<file path="src/rtl/game_pkg.sv">
// Shared state encoding for the game controller and board datapath.
// Provides STATE_W and the state_e enum (IDLE..LOSE, codes 0..7).
package game_pkg;

  localparam int STATE_W = 3;

  typedef enum logic [STATE_W-1:0] {
    S_IDLE      = 3'd0,
    S_SET_BOARD = 3'd1,
    S_SET_DIFF  = 3'd2,
    S_PLAY      = 3'd3,
    S_CHECKING  = 3'd4,
    S_WIN       = 3'd5,
    S_TRY_AGAIN = 3'd6,
    S_LOSE      = 3'd7
  } state_e;

endpackage

</file>
<file path="src/rtl/game_ctrl_fsm_if.sv">
// Controller <-> datapath link: generator status and check handshake.
// master (controller): drives check_req; slave (datapath): the rest.
interface game_ctrl_fsm_if;

  logic gen_done;
  logic check_req;
  logic check_done;
  logic solved;

  modport master (
    input  gen_done,
    input  check_done,
    input  solved,
    output check_req
  );

  modport slave (
    output gen_done,
    output check_done,
    output solved,
    input  check_req
  );

endinterface

</file>
<file path="src/rtl/game_ctrl_fsm_btn_edge.sv">
// One-bit rising-edge detector; history resets to 1 so a held button
// gives no edge. Ports: clka, restart, btn in; rise out.
module btn_edge (
  input  logic clka,
  input  logic restart,
  input  logic btn,
  output logic rise
);

  logic hist_q;
  logic hist_d;

  assign hist_d = btn;
  assign rise   = btn & ~hist_q;

  always_ff @(posedge clka) begin
    if (restart) hist_q <= 1'b1;
    else         hist_q <= hist_d;
  end

endmodule

</file>
<file path="src/rtl/game_ctrl_fsm.sv">
// Game top-level controller: buttons/switches in, mode flags, state code,
// difficulty, tries and check handshake (dp) out. Sync reset: restart.
module game_ctrl_fsm
  import game_pkg::*;
#(
  parameter int DIFF_LEVELS   = 4,
  parameter int DIFF_W        = 2,
  parameter int MAX_TRIES     = 3,
  parameter int TRY_W         = 2,
  parameter int CHECK_TIMEOUT = 64,
  parameter int TMO_W         = 7
) (
  input  logic              clka,
  input  logic              restart,
  input  logic              enter,
  input  logic              check,
  input  logic              up,
  game_ctrl_fsm_if.master   dp,
  output logic [STATE_W-1:0] state,
  output logic              gen_rand_flag,
  output logic              set_board_flag,
  output logic              set_diff_flag,
  output logic              play_flag,
  output logic              check_flag,
  output logic              win_flag,
  output logic              try_again_flag,
  output logic              lose_flag,
  output logic [DIFF_W-1:0] diff_level,
  output logic [TRY_W-1:0]  tries_left,
  output logic              timeout_flag
);

  localparam logic [DIFF_W-1:0] DIFF_MAX = DIFF_W'(DIFF_LEVELS - 1);
  localparam logic [TRY_W-1:0]  TRY_INIT = TRY_W'(MAX_TRIES);
  localparam logic [TMO_W-1:0]  TMO_LAST = TMO_W'(CHECK_TIMEOUT - 1);
  localparam bit                LIMITED  = (MAX_TRIES != 0);

  logic enter_rise;
  logic check_rise;
  logic up_rise;

  btn_edge u_enter (
    .clka(clka), .restart(restart), .btn(enter), .rise(enter_rise)
  );
  btn_edge u_check (
    .clka(clka), .restart(restart), .btn(check), .rise(check_rise)
  );
  btn_edge u_up (
    .clka(clka), .restart(restart), .btn(up), .rise(up_rise)
  );

  state_e            state_q, state_d;
  logic [DIFF_W-1:0] diff_q, diff_d;
  logic [TRY_W-1:0]  tries_q, tries_d;
  logic [TMO_W-1:0]  tmo_q, tmo_d;
  logic              tflag_q, tflag_d;
  logic              creq_q, creq_d;

  always_comb begin
    state_d = state_q;
    diff_d  = diff_q;
    tries_d = tries_q;
    tmo_d   = tmo_q;
    tflag_d = tflag_q;
    creq_d  = 1'b0;
    unique case (state_q)
      S_IDLE: begin
        if (enter_rise) begin
          state_d = S_SET_BOARD;
          tflag_d = 1'b0;
        end
      end
      S_SET_BOARD: begin
        if (enter_rise && dp.gen_done) state_d = S_SET_DIFF;
      end
      S_SET_DIFF: begin
        if (up_rise) begin
          diff_d = (diff_q == DIFF_MAX) ? '0 : diff_q + DIFF_W'(1);
        end
        if (enter_rise) begin
          state_d = S_PLAY;
          tries_d = TRY_INIT;
        end
      end
      S_PLAY: begin
        if (check_rise) begin
          state_d = S_CHECKING;
          creq_d  = 1'b1;
          tmo_d   = '0;
        end
      end
      S_CHECKING: begin
        tmo_d = tmo_q + TMO_W'(1);
        // A result on the expiry cycle takes priority over the abort.
        if (dp.check_done) begin
          if (dp.solved) begin
            state_d = S_WIN;
          end else if (LIMITED && tries_q == TRY_W'(1)) begin
            tries_d = '0;
            state_d = S_LOSE;
          end else begin
            if (LIMITED) tries_d = tries_q - TRY_W'(1);
            state_d = S_TRY_AGAIN;
          end
        end else if (tmo_q == TMO_LAST) begin
          state_d = S_TRY_AGAIN;
          tflag_d = 1'b1;
        end
      end
      S_TRY_AGAIN: begin
        if (enter_rise) state_d = S_PLAY;
      end
      S_WIN, S_LOSE: begin
        if (enter_rise) state_d = S_IDLE;
      end
      default: state_d = S_IDLE;
    endcase
  end

  always_ff @(posedge clka) begin
    if (restart) begin
      state_q <= S_IDLE;
      diff_q  <= '0;
      tries_q <= TRY_INIT;
      tmo_q   <= '0;
      tflag_q <= 1'b0;
      creq_q  <= 1'b0;
    end else begin
      state_q <= state_d;
      diff_q  <= diff_d;
      tries_q <= tries_d;
      tmo_q   <= tmo_d;
      tflag_q <= tflag_d;
      creq_q  <= creq_d;
    end
  end

  always_comb begin
    gen_rand_flag  = 1'b0;
    set_board_flag = 1'b0;
    set_diff_flag  = 1'b0;
    play_flag      = 1'b0;
    check_flag     = 1'b0;
    win_flag       = 1'b0;
    try_again_flag = 1'b0;
    lose_flag      = 1'b0;
    unique case (state_q)
      S_IDLE:      gen_rand_flag  = 1'b1;
      S_SET_BOARD: set_board_flag = 1'b1;
      S_SET_DIFF:  set_diff_flag  = 1'b1;
      S_PLAY: begin
        gen_rand_flag = 1'b1;
        play_flag     = 1'b1;
      end
      S_CHECKING:  check_flag     = 1'b1;
      S_WIN:       win_flag       = 1'b1;
      S_TRY_AGAIN: try_again_flag = 1'b1;
      S_LOSE:      lose_flag      = 1'b1;
      default:     gen_rand_flag  = 1'b1;
    endcase
  end

  assign state        = state_q;
  assign diff_level   = diff_q;
  assign tries_left   = tries_q;
  assign timeout_flag = tflag_q;
  assign dp.check_req = creq_q;

endmodule

</file>
<file path="src/flat_wrapper.sv">
// flat-port wrapper written by rule: the top's interface ports become plain ports
module game_ctrl_fsm_flat import game_pkg::*;
#(
  parameter int DIFF_LEVELS   = 4,
  parameter int DIFF_W        = 2,
  parameter int MAX_TRIES     = 3,
  parameter int TRY_W         = 2,
  parameter int CHECK_TIMEOUT = 64,
  parameter int TMO_W         = 7
)
  (clka, restart, enter, check, up, state, gen_rand_flag, set_board_flag, set_diff_flag, play_flag, check_flag, win_flag, try_again_flag, lose_flag, diff_level, tries_left, timeout_flag, dp_gen_done, dp_check_done, dp_solved, dp_check_req);
  game_ctrl_fsm_if dp_i ();
  input  logic clka;
  input  logic restart;
  input  logic enter;
  input  logic check;
  input  logic up;
  output logic [STATE_W-1:0] state;
  output logic gen_rand_flag;
  output logic set_board_flag;
  output logic set_diff_flag;
  output logic play_flag;
  output logic check_flag;
  output logic win_flag;
  output logic try_again_flag;
  output logic lose_flag;
  output logic [DIFF_W-1:0] diff_level;
  output logic [TRY_W-1:0] tries_left;
  output logic timeout_flag;
  input wire logic [$bits(dp_i.gen_done)-1:0] dp_gen_done;
  input wire logic [$bits(dp_i.check_done)-1:0] dp_check_done;
  input wire logic [$bits(dp_i.solved)-1:0] dp_solved;
  output wire logic [$bits(dp_i.check_req)-1:0] dp_check_req;
  assign dp_i.gen_done = dp_gen_done;
  assign dp_i.check_done = dp_check_done;
  assign dp_i.solved = dp_solved;
  assign dp_check_req = dp_i.check_req;
  game_ctrl_fsm #(.DIFF_LEVELS(DIFF_LEVELS), .DIFF_W(DIFF_W), .MAX_TRIES(MAX_TRIES), .TRY_W(TRY_W), .CHECK_TIMEOUT(CHECK_TIMEOUT), .TMO_W(TMO_W)) u_core (.clka(clka), .restart(restart), .enter(enter), .check(check), .up(up), .dp(dp_i), .state(state), .gen_rand_flag(gen_rand_flag), .set_board_flag(set_board_flag), .set_diff_flag(set_diff_flag), .play_flag(play_flag), .check_flag(check_flag), .win_flag(win_flag), .try_again_flag(try_again_flag), .lose_flag(lose_flag), .diff_level(diff_level), .tries_left(tries_left), .timeout_flag(timeout_flag));
endmodule
</file>
<file path="config.mk">
export PLATFORM = sky130hd
export DESIGN_NAME = game_ctrl_fsm_flat
export DESIGN_NICKNAME = d
export VERILOG_FILES = /design/src/rtl/game_pkg.sv /design/src/rtl/game_ctrl_fsm_if.sv /design/src/rtl/game_ctrl_fsm_btn_edge.sv /design/src/rtl/game_ctrl_fsm.sv /design/src/flat_wrapper.sv
export SDC_FILE = /design/constraint.sdc
export NUM_CORES = 1
export LEC_CHECK = 0
export CAP_MARGIN = 25
export CORE_MARGIN = 3
export CORE_UTILIZATION = 28
export CTS_CLUSTER_DIAMETER = 120
export DETAILED_ROUTE_END_ITERATION = 6
export GPL_ROUTABILITY_DRIVEN = 0
export HOLD_SLACK_MARGIN = 0.1
export SYNTH_ARGS = -nofsm -noshare
export SYNTH_HDL_FRONTEND = slang
export SYNTH_SLANG_ARGS = --single-unit
</file>
<file path="constraint.sdc">
create_clock -name clka -period 1.45 [get_ports clka]
set_input_delay 0.2175 -clock clka [delete_from_list [all_inputs] [get_ports clka]]
set_output_delay 0.2175 -clock clka [all_outputs]
set_load 0.05 [all_outputs]
</file>
==> impl_summary.log, run 1 <==
INFO  metric run_status = finished with violations
INFO  metric failed_checks = setup timing
INFO  metric clkTransAtPathRegs = 140 ps
INFO  metric grt_pass1_wl = 5.44 mm
INFO  metric asyncSetResetFlopFracSynth = 0
INFO  metric buffer_ports.inserted = 24
INFO  metric synth_enable_flop_cells = 0
INFO  metric dr_total_vias = 1116
INFO  metric holdCritPathClass = in -> reg
INFO  metric routedWlPerCell = 14.8 um
INFO  metric critical_path.reg2reg.startpoint = u_core.state[1]
INFO  metric design.die.area = 4180 um2
INFO  metric pin_count = 25
INFO  metric number_of_remaining_drc_errors = 0
INFO  metric floorplan_core_area = 3180 um2
INFO  metric clock_tree.buffer_depth = 2
INFO  metric cp_data_arrival_time = 1490 ps
INFO  metric worst_path_max_delay_cell = sky130_fd_sc_hd__or3b_1
INFO  metric die_height = 64.7 um
INFO  metric pin_count_of_the_biggest_net_entering_global_routing = 15
INFO  metric hold_end = u_core.u_check.hist_q
INFO  metric timing.critical_path.buf_inv = 4
INFO  metric detailed_place.area = 1620 um2
INFO  metric half_perimeter_wire_length_after_detailed_placement = 2.05 mm
INFO  metric slew_headroom = 0.805
INFO  metric sequential_cell_fraction_of_total_power = 0.433
INFO  metric post_synth_inst_count = 117
INFO  metric switching_power = 399 uW
INFO  metric multiInputGateArea = 644 um2
INFO  metric worst_ep_required_time = 1230 ps
INFO  metric hold_path_startpoint = check
INFO  metric avgViaCountPerCell = 5.00
INFO  metric post_synth_most_frequent_cells = sky130_fd_sc_hd__dfxtp_1 (19), sky130_fd_sc_hd__a21oi_1 (12), sky130_fd_sc_hd__nor2_1 (11), sky130_fd_sc_hd__nand2_1 (9)
INFO  metric post-route-cell-area = 1950 um2
INFO  metric synth.cell_area = 963 um2
INFO  metric placed_insts = 199
INFO  metric cp_cell_sequence = or3b_1, buf_6, inv_12, buf_6, buf_12
INFO  metric crit_path_end_kind = output pin
INFO  metric synth.most_common_cell = sky130_fd_sc_hd__dfxtp_1
INFO  metric finalClockSkew = 24.6 ps
INFO  metric period_minus_slack = 1700 ps
INFO  metric clockRootBuffer = sky130_fd_sc_hd__clkbuf_4
INFO  metric clock_latency = 330 ps
INFO  metric synth_largest_type_area_fraction = 0.395
INFO  metric power-per-cell-area = 641 nW/um2
INFO  metric drt_pre_antenna_iters = 5
INFO  metric hold-path-cell-count = 2
INFO  metric cpPeakStageDelay = 390 ps
INFO  metric yosysTopAreaCell = sky130_fd_sc_hd__dfxtp_1
INFO  metric max_slew.worst_pin.slew = 291 ps
INFO  metric timing.critical_path.from = u_core.state[1]
INFO  metric globalRouteOverflowTotal = 0
INFO  metric timing_hold_violations_final = 0
INFO  metric cts.htree.levels = 1
INFO  metric synthesis.nets = 128
INFO  metric max-cap-violations = 0
INFO  metric cts_inserted_buffers = 3
INFO  metric setup_ws = -254 ps
INFO  metric layout.filler_cells = 267
INFO  metric reg2reg_to = u_core.tmo_q[6]
INFO  metric placement_rows = 20
INFO  metric critical_path_peak_fanout = 2
INFO  metric synthFlopType = sky130_fd_sc_hd__dfxtp_1
INFO  metric start_kind = flop
INFO  metric setup-tns-final = -2730 ps
INFO  metric route.antenna.remaining_nets = 0
INFO  metric period_utilisation_layout = 1.18
INFO  metric setup_ws_pre_cts = -75.4 ps
INFO  metric fp.dieW = 64.7 um
INFO  metric fmaxAchievable = 0.587 GHz
INFO  metric numClockSinks = 19
INFO  metric synth_seq_area_share = 0.395
INFO  metric netSwitchingFraction = 0.319
INFO  metric critPathTopFamily = simple AND/OR/NAND/NOR gates
INFO  metric post_synthesis_sequential_element_count = 19
INFO  metric leakage_power = 0.000792 uW
INFO  metric timing.critical_path.mode_cell = sky130_fd_sc_hd__buf_6
INFO  metric timing_worst_setup_path_type = reg -> out
INFO  metric worst_ir_drop_vdd = 0.443 mV
INFO  metric synth_area_leaders = sky130_fd_sc_hd__dfxtp_1 (39%), sky130_fd_sc_hd__a21oi_1 (6.2%), sky130_fd_sc_hd__nor2_1 (4.3%)
INFO  metric sequential_cell_area = 393 um2
INFO  metric first_global_vias = 1233
INFO  metric cts_tree = done
INFO  metric clockPowerShare = 0.237
INFO  metric drive_gt1_frac = 0.497
INFO  metric syn_area_per_cell = 8.23 um2
INFO  metric antennaDiodeCount = 0
INFO  metric total_global_routing_track_utilization = 0.164
INFO  metric p_comb_frac = 0.330
INFO  metric rsz0062_at_grt = yes
INFO  metric final-instance-count-excl-fill = 223
INFO  metric postCtsHoldBufs = 0
INFO  metric worst_hold_slack = 485 ps
INFO  metric grt_antenna_before_repair = 0
INFO  metric initial_core_util = 0.303
INFO  metric totalWireLength = 3.30 mm
INFO  metric ff2ff_path_depth = 5
INFO  metric yosysWarnings = 0
INFO  metric timing.final.max_slew_violations = 0
INFO  metric finalSetupViolCount = 20
INFO  metric drt-initial-drc-count = 41
INFO  metric num-nets-final = 191
INFO  metric rrSetupSlack = -240 ps
INFO  metric post_synth_num_cell_types = 36
INFO  metric internal_power = 853 uW
INFO  metric area_grow_syn2layout = 103%
[how the worst max path moves through the flow]
| stage | slack, ps | end | depth (start not counted) |
|---|---|---|---|
| final | -250 | check_flag | 5 |
| after global placement | -50 | u_core.tmo_q[6] | 5 |
| after detailed placement | -80 | u_core.state[2] | 6 |
| after CTS | -250 | check_flag | 5 |
| after global routing | -290 | check_flag | 5 |
| after floorplan | -320 | u_core.diff_level[0] | 5 |
[worst register-to-register path: cells and delay by family, from the launching register on]
family,cells,cell delay [ps]
AO/OA/AOI/OAI,1,120
AND/OR/NAND/NOR,2,820
buffers and inverters,2,310
flip-flops,1,370
[cell type report]
class | count | share of cell area
clock buffer | 3 | 0.0115
multi-input combinational | 89 | 0.330
clock inverter | 1 | 0.00256
sequential | 19 | 0.201
timing repair buffer | 64 | 0.413
tap | 44 | 0.0282
inverter | 3 | 0.0141
[state kept, by name, indices dropped and copies added (netlist names)]
name and cells:
u_core.u_up.hist_q 1, u_core.dp.check_req 1, u_core.u_enter.hist_q 1, u_core.tmo_q 7, u_core.u_check.hist_q 1, u_core.state 3, u_core.timeout_flag 1, u_core.tries_left 2
u_core.diff_level 2
[routing by layer]
metal / track usage / vias up / wire length, um
li1: - / 555 / -
met1: 0.182 / 523 / 1380
met2: 0.294 / 30 / 1680
met3: 0.0485 / 8 / 157
met4: 0.0580 / 0 / 74
met5: 0 / - / 0
[cell families (layout without fill, tap and decap cells)]
kind of cell,count (synthesis),count (layout),share of synthesized area
and+or+nand+nor,49,49,0.273
AOI/OAI and AO/OA,35,35,0.232
DFF,19,19,0.395
buffers and inverters,9,71,0.0403
adders and majority gates,3,3,0.0390
muxes,2,2,0.0208
[placed cells by master (no fill, tap or decap), types with 3 or more instances in the layout]
cell                               n
sky130_fd_sc_hd__nand3_1           4
sky130_fd_sc_hd__nor3_1            3
sky130_fd_sc_hd__clkdlybuf4s50_1   7
sky130_fd_sc_hd__clkbuf_4          3
sky130_fd_sc_hd__nor2_1            8
sky130_fd_sc_hd__buf_6            11
sky130_fd_sc_hd__a31oi_1           5
sky130_fd_sc_hd__or2_2             3
sky130_fd_sc_hd__buf_4            25
sky130_fd_sc_hd__a21oi_1           5
sky130_fd_sc_hd__a21oi_2           6
sky130_fd_sc_hd__dfxtp_4           3
sky130_fd_sc_hd__ha_1              3
sky130_fd_sc_hd__dfxtp_1          15
sky130_fd_sc_hd__buf_12           17
sky130_fd_sc_hd__nand2_1           9
sky130_fd_sc_hd__o21ai_0           3
[timing repair]
action,CTS,global route
endpoints found under the setup margin,14,24
pin swaps,6,5
buffers inserted,15,5
resized for setup,22,11
cloned,2,0
[power by group through the flow]
stage | sequential (uW) | clock (uW) | combinational, uW
after floorplan | 583 | 0 | 142
after global placement | 550 | 0 | 333
after detailed placement | 550 | 0 | 335
after CTS | 540 | 299 | 401
after global routing | 543 | 324 | 433
final | 542 | 297 | 413
[stage by stage]
stage	utilization	power (uW)
2_1_floorplan	-	725
3_3_place_gp	0.510	883
3_5_place_dp	0.510	885
4_1_cts	0.597	1240
5_1_grt	0.615	1300
6_report	0.615	1250
(Power assumes the default switching activity.)
==> run 2, diff against run 1 <==
==> constraint.sdc (replaced) <==
create_clock -name clka -period 1.45 [get_ports clka]
set_input_delay 0.3625 -clock clka [delete_from_list [all_inputs] [get_ports clka]]
set_output_delay 0.3625 -clock clka [all_outputs]
set_load 0.05 [all_outputs]
==> run 2 against run 1 <==
  * Power is 1.8% lower
  * Cell count is 1.8% lower
  * Die area stayed put
  * Sequential share of layout area is 0.077 points higher
  * Via count is 0.18% higher
  * Register-to-register slack better by 110 ps
  * Clock power is 7.4% lower
  * Routed wire length is 6.2% lower
  * Largest power group unchanged
  * Combinational power hardly changed
  * Critical endpoint is now gen_rand_flag
  * Global-route usage is 1.1 points lower
  * The flow still finishes with violations (setup timing)
  * Non-clock buffer count is 4 lower
==> impl_summary.log, run 2 (synthesized netlist as in run 1, its figures left out) <==
INFO  metric buffer_ports.inserted = 24 (unchanged)
INFO  metric floorplan_core_area = 3180 um2 (unchanged)
INFO  metric timing.critical_path.mode_cell = sky130_fd_sc_hd__buf_12 (was sky130_fd_sc_hd__buf_6)
INFO  metric worst_ep_required_time = 1090 ps (was 1230 ps)
INFO  metric drive_gt1_frac = 0.531 (was 0.497)
INFO  metric max_slew.worst_pin.slew = 388 ps (was 291 ps)
INFO  metric placement_rows = 20 (unchanged)
INFO  metric cts_inserted_buffers = 3 (unchanged)
INFO  metric pin_count_of_the_biggest_net_entering_global_routing = 19 (was 15)
INFO  metric clock_latency = 300 ps (was 330 ps)
INFO  metric fmaxAchievable = 0.587 GHz (about the same)
INFO  metric critical_path.reg2reg.startpoint = u_core.state[2] (was u_core.state[1])
INFO  metric grt.met2_usage = 0.267 (was 0.294)
INFO  metric grt_antenna_before_repair = 0 (unchanged)
INFO  metric cpPeakStageDelay = 370 ps (was 390 ps)
INFO  metric post-route-cell-area = 1950 um2 (about the same)
INFO  metric design.die.area = 4180 um2 (unchanged)
INFO  metric critical_path_peak_fanout = 8 (was 2)
INFO  metric start_kind = flop (unchanged)
INFO  metric rsz0062_at_grt = yes (unchanged)
INFO  metric cp_cell_sequence = buf_12, or2_4, a21oi_4, buf_12 (was or3b_1, buf_6, inv_12, buf_6, buf_12)
INFO  metric global_route.peak_usage_layer = met2 (unchanged)
INFO  metric clkTransAtPathRegs = 110 ps (was 140 ps)
INFO  metric slew_headroom = 0.739 (was 0.805)
INFO  metric hold_path_startpoint = u_core.tries_left[0] (was check)
INFO  metric rrSetupSlack = -130 ps (was -240 ps)
INFO  metric run_status = finished with violations (unchanged)
INFO  metric worst_path_max_delay_cell = sky130_fd_sc_hd__dfxtp_4 (was sky130_fd_sc_hd__or3b_1)
INFO  metric grt_pass1_wl = 5.10 mm (was 5.44 mm)
INFO  metric layout.cells.most_common = sky130_fd_sc_hd__buf_4 (unchanged)
INFO  metric finalClockSkew = 6.26 ps (was 24.6 ps)
INFO  metric hold_end = u_core.tries_left[0] (was u_core.u_check.hist_q)
INFO  metric number_of_remaining_drc_errors = 0 (unchanged)
INFO  metric largest-register = u_core.tmo_q (unchanged)
INFO  metric drt_pre_antenna_iters = 4 (was 5)
INFO  metric timing_hold_violations_final = 0 (unchanged)
INFO  metric setup_ws = -252 ps (was -254 ps)
INFO  metric routedWlPerCell = 14.1 um (was 14.8 um)
INFO  metric antennaDiodeCount = 0 (unchanged)
INFO  metric clock_tree.buffer_depth = 2 (unchanged)
INFO  metric clockRootBuffer = sky130_fd_sc_hd__clkbuf_4 (unchanged)
INFO  metric met1_track_utilization_from_global_routing = 0.187 (was 0.182)
INFO  metric period_utilisation_layout = 1.17 (was 1.18)
INFO  metric critPathTopFamily = flip-flops (was simple AND/OR/NAND/NOR gates)
INFO  metric final_core_util = 0.615 (about the same)
INFO  metric timing_worst_setup_path_type = reg -> out (unchanged)
INFO  metric cts_tree = done (unchanged)
INFO  metric hold-path-cell-count = 2 (unchanged)
INFO  metric final_cell_mix = sky130_fd_sc_hd__buf_4 (21), sky130_fd_sc_hd__buf_12 (20), sky130_fd_sc_hd__dfxtp_1 (14) (was sky130_fd_sc_hd__buf_4 (25), sky130_fd_sc_hd__buf_12 (17), sky130_fd_sc_hd__dfxtp_1 (15))
INFO  metric crit_path_end_kind = output pin (unchanged)
INFO  metric period_minus_slack = 1700 ps (about the same)
INFO  metric globalRouteOverflowTotal = 0 (unchanged)
INFO  metric avgViaCountPerCell = 5.11 (was 5.00)
INFO  metric grtUsageMet3 = 0.0433 (was 0.0485)
INFO  metric die_height = 64.7 um (unchanged)
INFO  metric totalWireLength = 3.09 mm (was 3.30 mm)
INFO  metric fp.dieW = 64.7 um (unchanged)
INFO  metric max-cap-violations = 0 (unchanged)
INFO  metric drt-initial-drc-count = 42 (was 41)
INFO  metric numClockSinks = 19 (unchanged)
INFO  metric worst_ir_drop_vdd = 0.379 mV (was 0.443 mV)
INFO  metric route.antenna.remaining_nets = 0 (unchanged)
INFO  metric half_perimeter_wire_length_after_detailed_placement = 2.09 mm (was 2.05 mm)
INFO  metric detailed_place.area = 1700 um2 (was 1620 um2)
INFO  metric layout.filler_cells = 273 (was 267)
INFO  metric largest_register_ffs = 7 (unchanged)
INFO  metric finalSetupViolCount = 21 (was 20)
INFO  metric ff2ff_path_depth = 7 (was 5)
INFO  metric pin_count = 25 (unchanged)
INFO  metric timing.final.max_slew_violations = 0 (unchanged)
INFO  metric timing.critical_path.buf_inv = 2 (was 4)
INFO  metric power-per-cell-area = 629 nW/um2 (was 641 nW/um2)
INFO  metric holdCritPathClass = reg -> reg (was in -> reg)
INFO  metric cp_data_arrival_time = 1340 ps (was 1490 ps)
INFO  metric fin_total_pwr = 1230 uW (was 1250 uW)
INFO  metric failed_checks = setup timing (unchanged)
INFO  metric cts.htree.levels = 1 (unchanged)
INFO  metric leakage_power = 0.000769 uW (was 0.000792 uW)
INFO  metric num-nets-final = 187 (was 191)
INFO  metric reg2reg_to = u_core.state[2] (was u_core.tmo_q[6])
INFO  metric area_grow_syn2layout = 103% (about the same)
INFO  metric dr_total_vias = 1118 (was 1116)
INFO  metric total_global_routing_track_utilization = 0.153 (was 0.164)
INFO  metric initial_core_util = 0.303 (unchanged)
INFO  metric first_global_vias = 1126 (was 1233)
## run 2: changes by cell type in the layout (fill, tap and decap cells not counted), moves of 2 or more
cell | before | now
sky130_fd_sc_hd__a31oi_2 | 0 | 2
sky130_fd_sc_hd__buf_4 | 25 | 21
sky130_fd_sc_hd__buf_16 | 2 | 0
sky130_fd_sc_hd__buf_12 | 17 | 20
sky130_fd_sc_hd__nand2_2 | 0 | 2
sky130_fd_sc_hd__nand2_1 | 9 | 7
sky130_fd_sc_hd__a31oi_1 | 5 | 3
## run 2: worst min-delay path, stage by stage (launching register included)
cell and delay [ps]:
sky130_fd_sc_hd__dfxtp_2 370, sky130_fd_sc_hd__nand2_1 60, sky130_fd_sc_hd__nand3_1 70
## run 2: cell type report
| cell class | count | area (um2) | share of cell area |
|---|---|---|---|
| clock buffer | 4 | 26.3 | 0.0135 |
| tap | 44 | 55.1 | 0.0282 |
| inverter | 3 | 23.8 | 0.0122 |
| timing repair buffer | 60 | 771 | 0.395 |
| multi-input combinational | 89 | 683 | 0.350 |
| sequential | 19 | 394 | 0.202 |
## run 2: where the power goes
part / internal [uW] / total [uW] / switching (uW)
registers: 533 / 541 / 8.49
logic: 219 / 413 / 193
clock network: 107 / 275 / 168
## run 2: how the worst max path moves through the flow
stage	cells after the start	end	slack (ps)	start
after floorplan	5	u_core.diff_level[0]	-320	u_core.state[2]
after global placement	4	u_core.state[0]	-230	dp_check_done
after detailed placement	5	u_core.tmo_q[6]	-270	check
after CTS	4	gen_rand_flag	-270	u_core.state[1]
after global routing	4	gen_rand_flag	-300	u_core.state[1]
final	4	gen_rand_flag	-250	u_core.state[1]
## run 2: per-layer routing
metal	up-vias	share of wire
li1	542	-
met2	41	0.51
met5	-	0
met3	6	0.057
met4	0	0.0087
met1	529	0.42
## run 2: through the flow
stage | std cells | TNS, ps | setup slack (ps) | hold slack (ps)
after floorplan | 117 | -2120 | -316 | 458
after global routing | 219 | -3780 | -302 | 540
final | 219 | -2370 | -252 | 522
after global placement | 202 | -1850 | -225 | 473
after detailed placement | 202 | -2350 | -274 | 498
after CTS | 217 | -3070 | -274 | 514
## run 2: repair_timing
item / CTS / global route
resized for setup: 21 / 17
hold buffers: 0 / 0
pin swaps: 12 / 10
setup buffers: 11 / 4
endpoints found under the setup margin: 19 / 24
==> run 3, diff against run 2 <==
HOLD_SLACK_MARGIN = 0.02   (was 0.1)
clock period = 1.4 ns   (was 1.45 ns; I/O delays follow)
==> run 3 against run 2 <==
  * The run still ends with setup timing left
  * Clock skew grew 11 ps
  * First-iteration DRC count grew 17%
  * Clock-buffer cell count fell by 1
  * Largest cell class unchanged
  * Routed wire length is 15% higher
  * Via count grew 5.9%
  * Cell count increased by 5.0%
  * Clock power rose by 5%
  * Critical path type unchanged
  * Global-route usage increased by 1.8 points
  * Power increased by 10%
==> impl_summary.log, run 3 (synthesized netlist as in run 1, its figures left out) <==
INFO  metric layout.filler_cells = 251 (was 273)
INFO  metric netSwitchingFraction = 0.310 (was 0.301)
INFO  metric clockRootBuffer = sky130_fd_sc_hd__clkbuf_4 (unchanged)
INFO  metric numClockSinks = 19 (unchanged)
INFO  metric globalRouteOverflowTotal = 0 (unchanged)
INFO  metric fp.dieW = 64.7 um (unchanged)
INFO  metric max-cap-violations = 0 (unchanged)
INFO  metric totalWireLength = 3.56 mm (was 3.09 mm)
INFO  metric grt_pass1_wl = 5.64 mm (was 5.10 mm)
INFO  metric clock_tree.buffer_depth = 2 (unchanged)
INFO  metric grt_antenna_before_repair = 0 (unchanged)
INFO  metric internal_power = 934 uW (was 859 uW)
INFO  metric grt.met2_usage = 0.326 (was 0.267)
INFO  metric sequential_cell_area = 393 um2 (was 394 um2)
INFO  metric met1_track_utilization_from_global_routing = 0.201 (was 0.187)
INFO  metric timing.final.max_slew_violations = 0 (unchanged)
INFO  metric largest_register_ffs = 7 (unchanged)
INFO  metric max_slew.worst_pin.slew = 319 ps (was 388 ps)
INFO  metric initial_core_util = 0.303 (unchanged)
INFO  metric cp_data_arrival_time = 1360 ps (was 1340 ps)
INFO  metric failed_checks = setup timing (unchanged)
INFO  metric drt-initial-drc-count = 49 (was 42)
INFO  metric sequential_cell_fraction_of_total_power = 0.414 (was 0.440)
INFO  metric floorplan_core_area = 3180 um2 (unchanged)
INFO  metric crit_path_end_kind = output pin (unchanged)
INFO  metric worst_ir_drop_vdd = 0.379 mV (about the same)
INFO  metric cts.htree.levels = 1 (unchanged)
INFO  metric switching_power = 419 uW (was 370 uW)
INFO  metric hold_end = u_core.tries_left[0] (unchanged)
INFO  metric total_global_routing_track_utilization = 0.171 (was 0.153)
INFO  metric placement_rows = 20 (unchanged)
INFO  metric pin_count_of_the_biggest_net_entering_global_routing = 19 (unchanged)
INFO  metric finalClockSkew = 16.8 ps (was 6.26 ps)
INFO  metric number_of_remaining_drc_errors = 0 (unchanged)
INFO  metric dr_total_vias = 1184 (was 1118)
INFO  metric cts_tree = done (unchanged)
INFO  metric timing_worst_setup_path_type = reg -> out (unchanged)
INFO  metric clock_latency = 310 ps (was 300 ps)
INFO  metric critical_path.reg2reg.startpoint = u_core.state[1] (was u_core.state[2])
INFO  metric buffer_ports.inserted = 24 (unchanged)
INFO  metric layout.cells.most_common = sky130_fd_sc_hd__buf_4 (unchanged)
INFO  metric half_perimeter_wire_length_after_detailed_placement = 2.25 mm (was 2.09 mm)
INFO  metric fin_total_pwr = 1350 uW (was 1230 uW)
INFO  metric run_status = finished with violations (unchanged)
INFO  metric placed_insts = 210 (was 202)
INFO  metric avgViaCountPerCell = 5.15 (was 5.11)
INFO  metric clkTransAtPathRegs = 120 ps (was 110 ps)
INFO  metric reg2reg_to = u_core.state[0] (was u_core.state[2])
INFO  metric ff2ff_path_depth = 9 (was 7)
INFO  metric period_minus_slack = 1710 ps
INFO  metric antennaDiodeCount = 0 (unchanged)
INFO  metric num-nets-final = 198 (was 187)
INFO  metric finalSetupViolCount = 23 (was 21)
INFO  metric largest-register = u_core.tmo_q (unchanged)
INFO  metric route.antenna.remaining_nets = 0 (unchanged)
INFO  metric postCtsHoldBufs = 0 (unchanged)
INFO  metric design.die.area = 4180 um2 (unchanged)
INFO  metric timing_hold_violations_final = 0 (unchanged)
INFO  metric drive_gt1_frac = 0.554 (was 0.531)
INFO  metric multiInputGateArea = 693 um2 (was 683 um2)
INFO  metric final_cell_mix = sky130_fd_sc_hd__buf_4 (28), sky130_fd_sc_hd__buf_12 (19), sky130_fd_sc_hd__dfxtp_1 (15) (was sky130_fd_sc_hd__buf_4 (21), sky130_fd_sc_hd__buf_12 (20), sky130_fd_sc_hd__dfxtp_1 (14))
INFO  metric final_core_util = 0.648 (was 0.615)
INFO  metric p_comb_frac = 0.373 (was 0.336)
INFO  metric leakage_power = 0.000835 uW (was 0.000769 uW)
INFO  metric worst_ep_required_time = 1050 ps (was 1090 ps)
INFO  metric rsz0062_at_grt = yes (unchanged)
INFO  metric rrSetupSlack = -290 ps (was -130 ps)
INFO  metric fmaxAchievable = 0.585 GHz
INFO  metric global_route.peak_usage_layer = met2 (unchanged)
INFO  metric final-instance-count-excl-fill = 230 (was 219)
INFO  metric cts_inserted_buffers = 3 (unchanged)
INFO  metric clockPowerShare = 0.213 (was 0.224)
INFO  metric hold_path_startpoint = u_core.tries_left[0] (unchanged)
INFO  metric die_height = 64.7 um (unchanged)
INFO  metric routedWlPerCell = 15.5 um (was 14.1 um)
INFO  metric grtUsageMet3 = 0.0347 (was 0.0433)
INFO  metric holdCritPathClass = reg -> reg (unchanged)
INFO  metric start_kind = flop (unchanged)
INFO  metric slew_headroom = 0.786 (was 0.739)
INFO  metric critical_path_peak_fanout = 6 (was 8)
INFO  metric area_grow_syn2layout = 114% (was 103%)
INFO  metric hold-path-cell-count = 2 (unchanged)
INFO  metric drt_pre_antenna_iters = 4 (unchanged)
INFO  metric pin_count = 25 (unchanged)
INFO  metric period_utilisation_layout = 1.22
INFO  metric setup_ws = -309 ps (was -252 ps)
INFO  metric first_global_vias = 1186 (was 1126)
INFO  metric power-per-cell-area = 657 nW/um2 (was 629 nW/um2)
[run 3: critical path: stages, from the launching register on]
cell,delay [ps]
sky130_fd_sc_hd__dfxtp_4,360
sky130_fd_sc_hd__buf_8,130
sky130_fd_sc_hd__or2_4,270
sky130_fd_sc_hd__a21oi_4,160
sky130_fd_sc_hd__buf_12,150
[run 3: repair_timing]
action | in CTS | in global routing
buffers inserted | 13 | 6
gates resized for setup | 26 | 18
setup endpoints to repair | 23 | 24
pin swaps | 9 | 8
[run 3: cell type report]
cell class / count / area share
Timing Repair Buffer: 71 / 0.419
Multi-Input combinational cell: 89 / 0.337
Inverter: 3 / 0.0128
Tap cell: 44 / 0.0267
Sequential cell: 19 / 0.191
Clock buffer: 3 / 0.0109
Clock inverter: 1 / 0.00243
[run 3: worst max-delay path by stage]
stage	start	endpoint	slack, ps	cells past startpoint
after global routing	u_core.state[1]	gen_rand_flag	-360	4
after global placement	check	u_core.tmo_q[6]	-260	5
final	u_core.state[1]	gen_rand_flag	-310	4
after floorplan	u_core.state[2]	u_core.diff_level[0]	-370	5
after CTS	u_core.state[2]	check_flag	-330	4
after detailed placement	check	u_core.tmo_q[6]	-320	5
[run 3: power groups by stage]
stage,Sequential [uW],Combinational (uW),Clock [uW]
floorplan,604,153,0
global placement,569,393,0
detailed placement,570,400,0
CTS,560,471,298
global route,562,531,321
finish,560,505,288
[run 3: layer usage]
| layer | vias to the layer above | routed length [um] | share of wire |
|---|---|---|---|
| li1 | 570 | - | - |
| met1 | 580 | 1540 | 0.43 |
| met2 | 32 | 1870 | 0.52 |
| met3 | 2 | 146 | 0.041 |
| met4 | 0 | 6 | 0.0017 |
| met5 | - | 0 | 0 |
[run 3: through the flow]
| step | area [um2] | setup TNS (ps) | worst slack (ps) | hold slack (ps) |
|---|---|---|---|---|
| detailed placement | 1740 | -3110 | -323 | 488 |
| CTS | 1970 | -3960 | -325 | 506 |
| floorplan | 1080 | -3060 | -366 | 457 |
| finish | 2060 | -4070 | -309 | 528 |
| global route | 2060 | -5400 | -364 | 547 |
| global placement | 1740 | -2230 | -255 | 471 |
